--- config.mk ---
export PLATFORM = sky130hd
export DESIGN_NAME = serial_adder
export DESIGN_NICKNAME = d
export VERILOG_FILES = /design/src/rtl/serial_adder_pkg.sv /design/src/rtl/half_adder_cell.sv /design/src/rtl/serial_adder.sv
export SDC_FILE = /design/constraint.sdc
export NUM_CORES = 1
export LEC_CHECK = 0
export BUFFER_PORTS_ARGS = -buffer_cell sky130_fd_sc_hd__buf_2
export CAP_MARGIN = 20
export CORE_UTILIZATION = 40
export DETAILED_ROUTE_END_ITERATION = 16
export SLEW_MARGIN = 20
export SYNTH_ARGS = -nofsm -noshare
export SYNTH_HDL_FRONTEND = slang
export SYNTH_SLANG_ARGS = --single-unit
--- constraint.sdc ---
create_clock -name clk -period 2.4 [get_ports clk]
set_clock_uncertainty 0.2 [all_clocks]
set_input_delay 0.48 -clock clk [delete_from_list [all_inputs] [get_ports clk]]
set_output_delay 0.48 -clock clk [all_outputs]
set_load 0.02 [all_outputs]
--- src/rtl/serial_adder_pkg.sv ---
// ============================================================================
// Module   : serial_adder_pkg
// Purpose  : Shared FSM state type and WIDTH limits for the bit-serial adder.
// Revision : 1.0 - initial release
// ============================================================================
`default_nettype none

package serial_adder_pkg;

  typedef enum logic [1:0] {
    IDLE = 2'd0,
    RUN  = 2'd1,
    DONE = 2'd2
  } state_t;

  localparam int c_WIDTH_MIN = 2;
  localparam int c_WIDTH_MAX = 64;

endpackage

`default_nettype wire

--- src/rtl/half_adder_cell.sv ---
// ============================================================================
// Module   : half_adder_cell
// Purpose  : One-bit half adder, the building block of the serial datapath.
// Revision : 1.0 - initial release
// ============================================================================
`default_nettype none

module half_adder_cell (
  input  logic a,
  input  logic b,
  output logic s,
  output logic c
);

  assign s = a ^ b;
  assign c = a & b;

endmodule

`default_nettype wire

--- src/rtl/serial_adder.sv ---
// ============================================================================
// Module   : serial_adder
// Purpose  : WIDTH-bit serial adder, LSB first, one bit per clock. Define
//            SERIAL_ADDER_SUB_EN to add the sub port (a - b via ~b + 1).
// Revision : 1.0 - initial release
// ============================================================================
`default_nettype none

module serial_adder
  import serial_adder_pkg::*;
#(
  parameter int WIDTH = 8
) (
  input  logic             clk,
  input  logic             rst,
  input  logic             start,
  input  logic [WIDTH-1:0] a,
  input  logic [WIDTH-1:0] b,
`ifdef SERIAL_ADDER_SUB_EN
  input  logic             sub,
`endif
  output logic             busy,
  output logic             done,
  output logic [WIDTH-1:0] sum,
  output logic             cout
);

  localparam int                 c_CNT_W    = (WIDTH > 1) ? $clog2(WIDTH) : 1;
  localparam logic [c_CNT_W-1:0] c_CNT_LAST = c_CNT_W'(WIDTH - 1);

  state_t             r_state;
  state_t             w_state_nxt;
  logic [WIDTH-1:0]   r_a_sh;
  logic [WIDTH-1:0]   r_b_sh;
  logic [WIDTH-1:0]   r_psum;
  logic [WIDTH-1:0]   r_sum;
  logic [c_CNT_W-1:0] r_cnt;
  logic               r_carry;
  logic               r_cout;

  logic               w_sub;
  logic [WIDTH-1:0]   w_b_in;
  logic               w_load;
  logic               w_last;
  logic               w_s0;
  logic               w_c0;
  logic               w_bit_s;
  logic               w_c1;
  logic               w_carry_nxt;

`ifdef SERIAL_ADDER_SUB_EN
  assign w_sub = sub;
`else
  assign w_sub = 1'b0;
`endif

  // Subtraction is a + ~b + 1: invert b on load and seed the carry with 1.
  assign w_b_in = b ^ {WIDTH{w_sub}};
  assign w_load = start && ((r_state == IDLE) || (r_state == DONE));
  assign w_last = (r_state == RUN) && (r_cnt == c_CNT_LAST);

  half_adder_cell u_ha_ab (
    .a (r_a_sh[0]),
    .b (r_b_sh[0]),
    .s (w_s0),
    .c (w_c0)
  );

  half_adder_cell u_ha_cin (
    .a (w_s0),
    .b (r_carry),
    .s (w_bit_s),
    .c (w_c1)
  );

  assign w_carry_nxt = w_c0 | w_c1;

  always_ff @(posedge clk or posedge rst) begin
    if (rst) r_state <= IDLE;
    else     r_state <= w_state_nxt;
  end

  always_comb begin
    w_state_nxt = r_state;
    case (r_state)
      IDLE:    if (start) w_state_nxt = RUN;
      RUN:     if (r_cnt == c_CNT_LAST) w_state_nxt = DONE;
      DONE:    w_state_nxt = start ? RUN : IDLE;
      default: w_state_nxt = IDLE;
    endcase
  end

  always_ff @(posedge clk or posedge rst) begin
    if (rst) begin
      r_a_sh  <= '0;
      r_b_sh  <= '0;
      r_psum  <= '0;
      r_sum   <= '0;
      r_cnt   <= '0;
      r_carry <= 1'b0;
      r_cout  <= 1'b0;
    end else if (w_load) begin
      r_a_sh  <= a;
      r_b_sh  <= w_b_in;
      r_carry <= w_sub;
      r_cnt   <= '0;
    end else if (r_state == RUN) begin
      r_a_sh  <= r_a_sh >> 1;
      r_b_sh  <= r_b_sh >> 1;
      r_carry <= w_carry_nxt;
      r_psum  <= {w_bit_s, r_psum[WIDTH-1:1]};
      // Hold the counter on the last bit so it never wraps.
      if (!w_last) r_cnt <= r_cnt + c_CNT_W'(1);
      if (w_last) begin
        r_sum  <= {w_bit_s, r_psum[WIDTH-1:1]};
        r_cout <= w_carry_nxt;
      end
    end
  end

  assign busy = (r_state == RUN);
  assign done = (r_state == DONE);
  assign sum  = r_sum;
  assign cout = r_cout;

endmodule

`default_nettype wire
Word level (Yosys, flattened, before mapping) --
Cells that the tools add are included.
Cells by class: muxes and demuxes 13, reductions and logical operators 9, bitwise operators 6, add/subtract/negate cells 1, equal/unequal tests 6
Operators by type and width (count):
- $mux W8 | 4
- $mux W3 | 3
- $pmux W2 S3 | 1
- $reduce_and A2 Y1 | 3
- $mux W2 | 2
- $ne A2 B2 Y1 const B | 2
- $add A3 B1 Y3 const B | 1
- $eq A3 B3 Y1 const B | 1
- $mux W1 | 3
- $reduce_and A3 Y1 | 1
- $and A1 B1 Y1 | 2
- $eq A2 B1 Y1 const B | 1
- $eq A2 B2 Y1 const B | 1
- $logic_and A1 B1 Y1 | 2
- $logic_not A2 Y1 | 1
- $ne A2 B1 Y1 const B | 1
- $reduce_bool A2 Y1 | 1
- $xor A1 B1 Y1 | 2
- $logic_or A1 B1 Y1 | 1
- $not A1 Y1 | 1
- $or A1 B1 Y1 | 1
Word-level totals: input port bits 19, logic and storage cells 43, bits in registers 39

Logic depth before layout (Yosys ltp) --
word-level depth 5, mapped depth 6, gate-level depth less buffers 5

Hierarchy --
Synthesis repeated with hierarchy kept, for this count alone.
Unflattened totals: cells, all modules 149, area total of the unflattened synthesis 1725.4 µm²
By module, submodules not included:
- serial_adder | instances 1, cells an instance 147, area an instance 1700.4 µm²
- half_adder_cell | instances 2, cells an instance 1, area an instance 12.5 µm²

Worst setup path after synthesis --
No wires, ideal clock.
path kind register -> register, from reg r_cnt[0], to reg r_cnt[2], cell stages (with the launch flop) 6, path slack 0.732 ns, period minus slack after synthesis 1.668 ns, setup time 0.122 ns, arrival 1.347 ns, cell sequence dfrtp_1 > ha_1 > ha_1 > nor2_1 > a21oi_1 > a32o_1
Between the ends: word-level cells in the longest chain between the ends 4, elaborated cells on any way between the ends 8
RTL lines:
- from (decl) | RTL line serial_adder.sv:37 | logic [c_CNT_W-1:0] r_cnt;
- from (signal assigned) | RTL line serial_adder.sv:113 | if (!w_last) r_cnt <= r_cnt + c_CNT_W'(1);
- $add A3 B1 Y3 / $eq A3 B3 Y1 (equally long branches) | RTL line serial_adder.sv:113, serial_adder.sv:60
- $mux W3 / $logic_and A1 B1 Y1 (equally long branches) | RTL line serial_adder.sv:113, serial_adder.sv:60
- $mux W3 / $ne A2 B2 Y1 (equally long branches)
- $mux W3 / $reduce_and A2 Y1 (equally long branches)
Parallel ways exist; a longest one is shown, timed or not. The select of a mux whose other input is x is not followed. A chain may end at the register's enable or synchronous reset.

Final worst setup path --
from reg r_state[0], to out busy
Between the ends: word-level cells in the longest chain between the ends 1
RTL lines:
- from (decl) | RTL line serial_adder.sv:31 | state_t r_state;
- from (signal assigned) | RTL line serial_adder.sv:80 | else r_state <= w_state_nxt;
- $eq A2 B1 Y1 | RTL line serial_adder.sv:121 | assign busy = (r_state == RUN);
- to (decl) | RTL line serial_adder.sv:22 | output logic busy,
No other way between the ends.

==> run metrics <==
largest net degree at the start of global routing=39; most frequent cell after synthesis=dfrtp_1; worst-path cell chain=nand2b_1 > inv_4 > buf_2; Num CTS Buffers=5; Mapped Avg Cell Area=11.1 µm²; clock buffer depth=2; DRC Markers=0; Port Buffers=29; H-Tree Depth=2; Starting DRT DRC Count=46; unique cell type count in the Yosys netlist=24; post-CTS setup buffers=0; Slew headroom=0.654; endpoints failing setup=0; Seq/Total Area, Yosys=0.604; Core ar.=3720 µm²; PwrDens=around 1400 nW/µm²; diodes inserted=0; Max Cap Viol=0; fillers=roughly 360; Placed Area=between 1500 and 2000 µm²; hpwl dp=1.93 mm; Most Used Layer, Global Route=met2; #FFs+latches synth=38; initial antenna violation count=0; status=completed; Row Count=22; CP Data Required Time=between 1500 and 2000 ps; Final Max Tran Viols=0; Slew @ Worst Pin=519 ps; Root Buffer=clkbuf_8; Highest Clock Rate=about 500 MHz; Post-Synth Adder-Cell Area=0.0286; R2R depth=5; mux contribution to synthesized area=0.0643; Crit. End Element=output port; Ports=30; leakage power=0.981 nW; TritonCTS clock tree=built; crit path time final=2000 ps; crit path buf inv count=2; Worst Hold Class=primary input to async pin; main combinational cell family by area after synthesis=compound AO/OA/AOI/OAI gates; Hold Fails Final Rpt=0; final hold slack=92.5 ps; Synth Area in XOR/XNOR=0.00556; crit path DAT=1320 ps; global-route usage over all layers=0.160; Most used DFF post-synth=dfrtp_1; Synth area leader=dfrtp_1; GPL Wtd Cong=0.775; Final period util=0.834; layout cells sized above 1=0.286; Clock Sinks=38; die height=around 65 µm; Final Cell Area=1870 µm²; Die X=~65 µm; Synth Area in Compound Gates=0.141; vias per cell=4.91; top cell family by delay on the critical path=flip-flops; CTS resizes=0; area fraction of the dominant cell type after synthesis=0.604; Synth top cells by count=dfrtp_1, nand2_1, inv_1; vias in the first global route=1,106; worst reg-to-reg setup slack=610 ps; DR WL/cell=about 12 µm; die area=4190 µm²; Worst VDD drop=just under 0.0006 V; final WL=2.72 mm; Hold Buf Count CTS=0; first-pass GRT wire length=approximately 4.9 mm; crit-path max cell delay=about 540 ps; P&R area growth vs syn=18.4%; Setup crit start kind=register; GRT overflow=0; synthesized area=1580 µm²; GR Util met2=0.264; Crit Path Category=register to output port; Final ANT Viol Nets=0; met3 Use GR=0.0563; Initial Util=0.424; fraction of the mapped netlist area in simple logic gates=0.0874; Critical-path top delay cell=dfrtp_1; vias=1,094; main area contributors after synthesis=dfrtp_1, mux2_2, o22ai_1; clock slew at reported path FFs=~70 ps; ys async rst share=1.00; EDFF count, synth=0; capturing point of the worst reg2reg path=r_cnt[2]; FF-to-FF Start=r_cnt[0]; unrepaired setup endpoints after global routing=no; GRT met1 Usage=0.184; Pre-antenna DRT Iters=4; Synthesis Warnings=0; Net Count, Synth=~160; setup TNS=0 ps; clk_lat worst skew=280 ps; Critical Path Fanout Max=11; Nets=~200; Synth Instances=142
-- layout make-up --
type	count	area, µm²	area share
repair buffers	31	160	0.0858
inverters	18	70.1	0.0376
multi-input cells	80	515	0.276
well taps	48	60.1	0.0322
clock buffers	5	68.8	0.0369
clock inverters	3	40.0	0.0215
flip-flops and latches	38	951	0.510
-- stage by stage --
step	worst slack, ps	std cells	util	power [mW]
global route	283	223	0.502	2.80
global placement	690	215	0.473	2.03
floorplan	732	142	-	1.84
finish	397	223	0.502	2.57
CTS	380	223	0.502	2.62
detailed placement	611	215	0.473	2.09
-- worst reg2reg max path, cell delays in order (launching register included) --
cell and delay [ps]:
dfrtp_1 410, ha_1 210, ha_1 220, nor2_1 290, a21oi_1 140, a32o_1 220
-- kinds of logic after synthesis --
family | after synthesis
and+or+nand+nor | 31
adders and majority gates | 3
DFF | 38
xor gates and xnor gates | 1
muxes | 9
AOI/OAI and AO/OA | 36
buffers and inverters | 24
-- worst max path at each step --
stage               startpoint  slack [ps]  cells past startpoint  endpoint
finish              r_state[0]         400                      3      busy
global placement      r_cnt[0]         690                      5  r_cnt[2]
detailed placement    r_cnt[0]         610                      5  r_cnt[2]
CTS                 r_state[0]         380                      3      busy
floorplan             r_cnt[0]         730                      5  r_cnt[2]
global route        r_state[0]         280                      3      busy
-- layer usage --
layer  part of all wire  wire length [µm]
met1               0.44              1190
met2               0.49              1350
met3              0.051               138
met4              0.017                47
met5                  0                 0
-- placed cells by master (no fill, tap or decap), types with 2 or more instances in the layout --
cell / netlist / layout
a22o_1: 4 / 4
clkbuf_8: 0 / 5
nand2_1: 23 / 23
a21oi_1: 15 / 15
nor2b_1: 2 / 2
buf_4: 1 / 2
buf_2: 4 / 29
nand2b_1: 2 / 2
dfrtp_1: 38 / 38
ha_1: 2 / 2
mux2_2: 8 / 8
inv_1: 17 / 17
o22ai_1: 14 / 14
clkinv_2: 0 / 2
-- registers in the layout (all words and copies together), names as in the netlist --
signal   count
cout         1
r_a_sh       8
r_b_sh       8
r_carry      1
r_cnt        3
r_psum       7
r_state      2
sum          8
-- report_power, final --
| part | switching, mW | internal (mW) | total [mW] |
|---|---|---|---|
| Sequential | 0.183 | 0.935 | 1.12 |
| Clock | 0.216 | 0.306 | 0.521 |
| Combinational | 0.532 | 0.402 | 0.934 |
(Power assumes the default switching activity.)
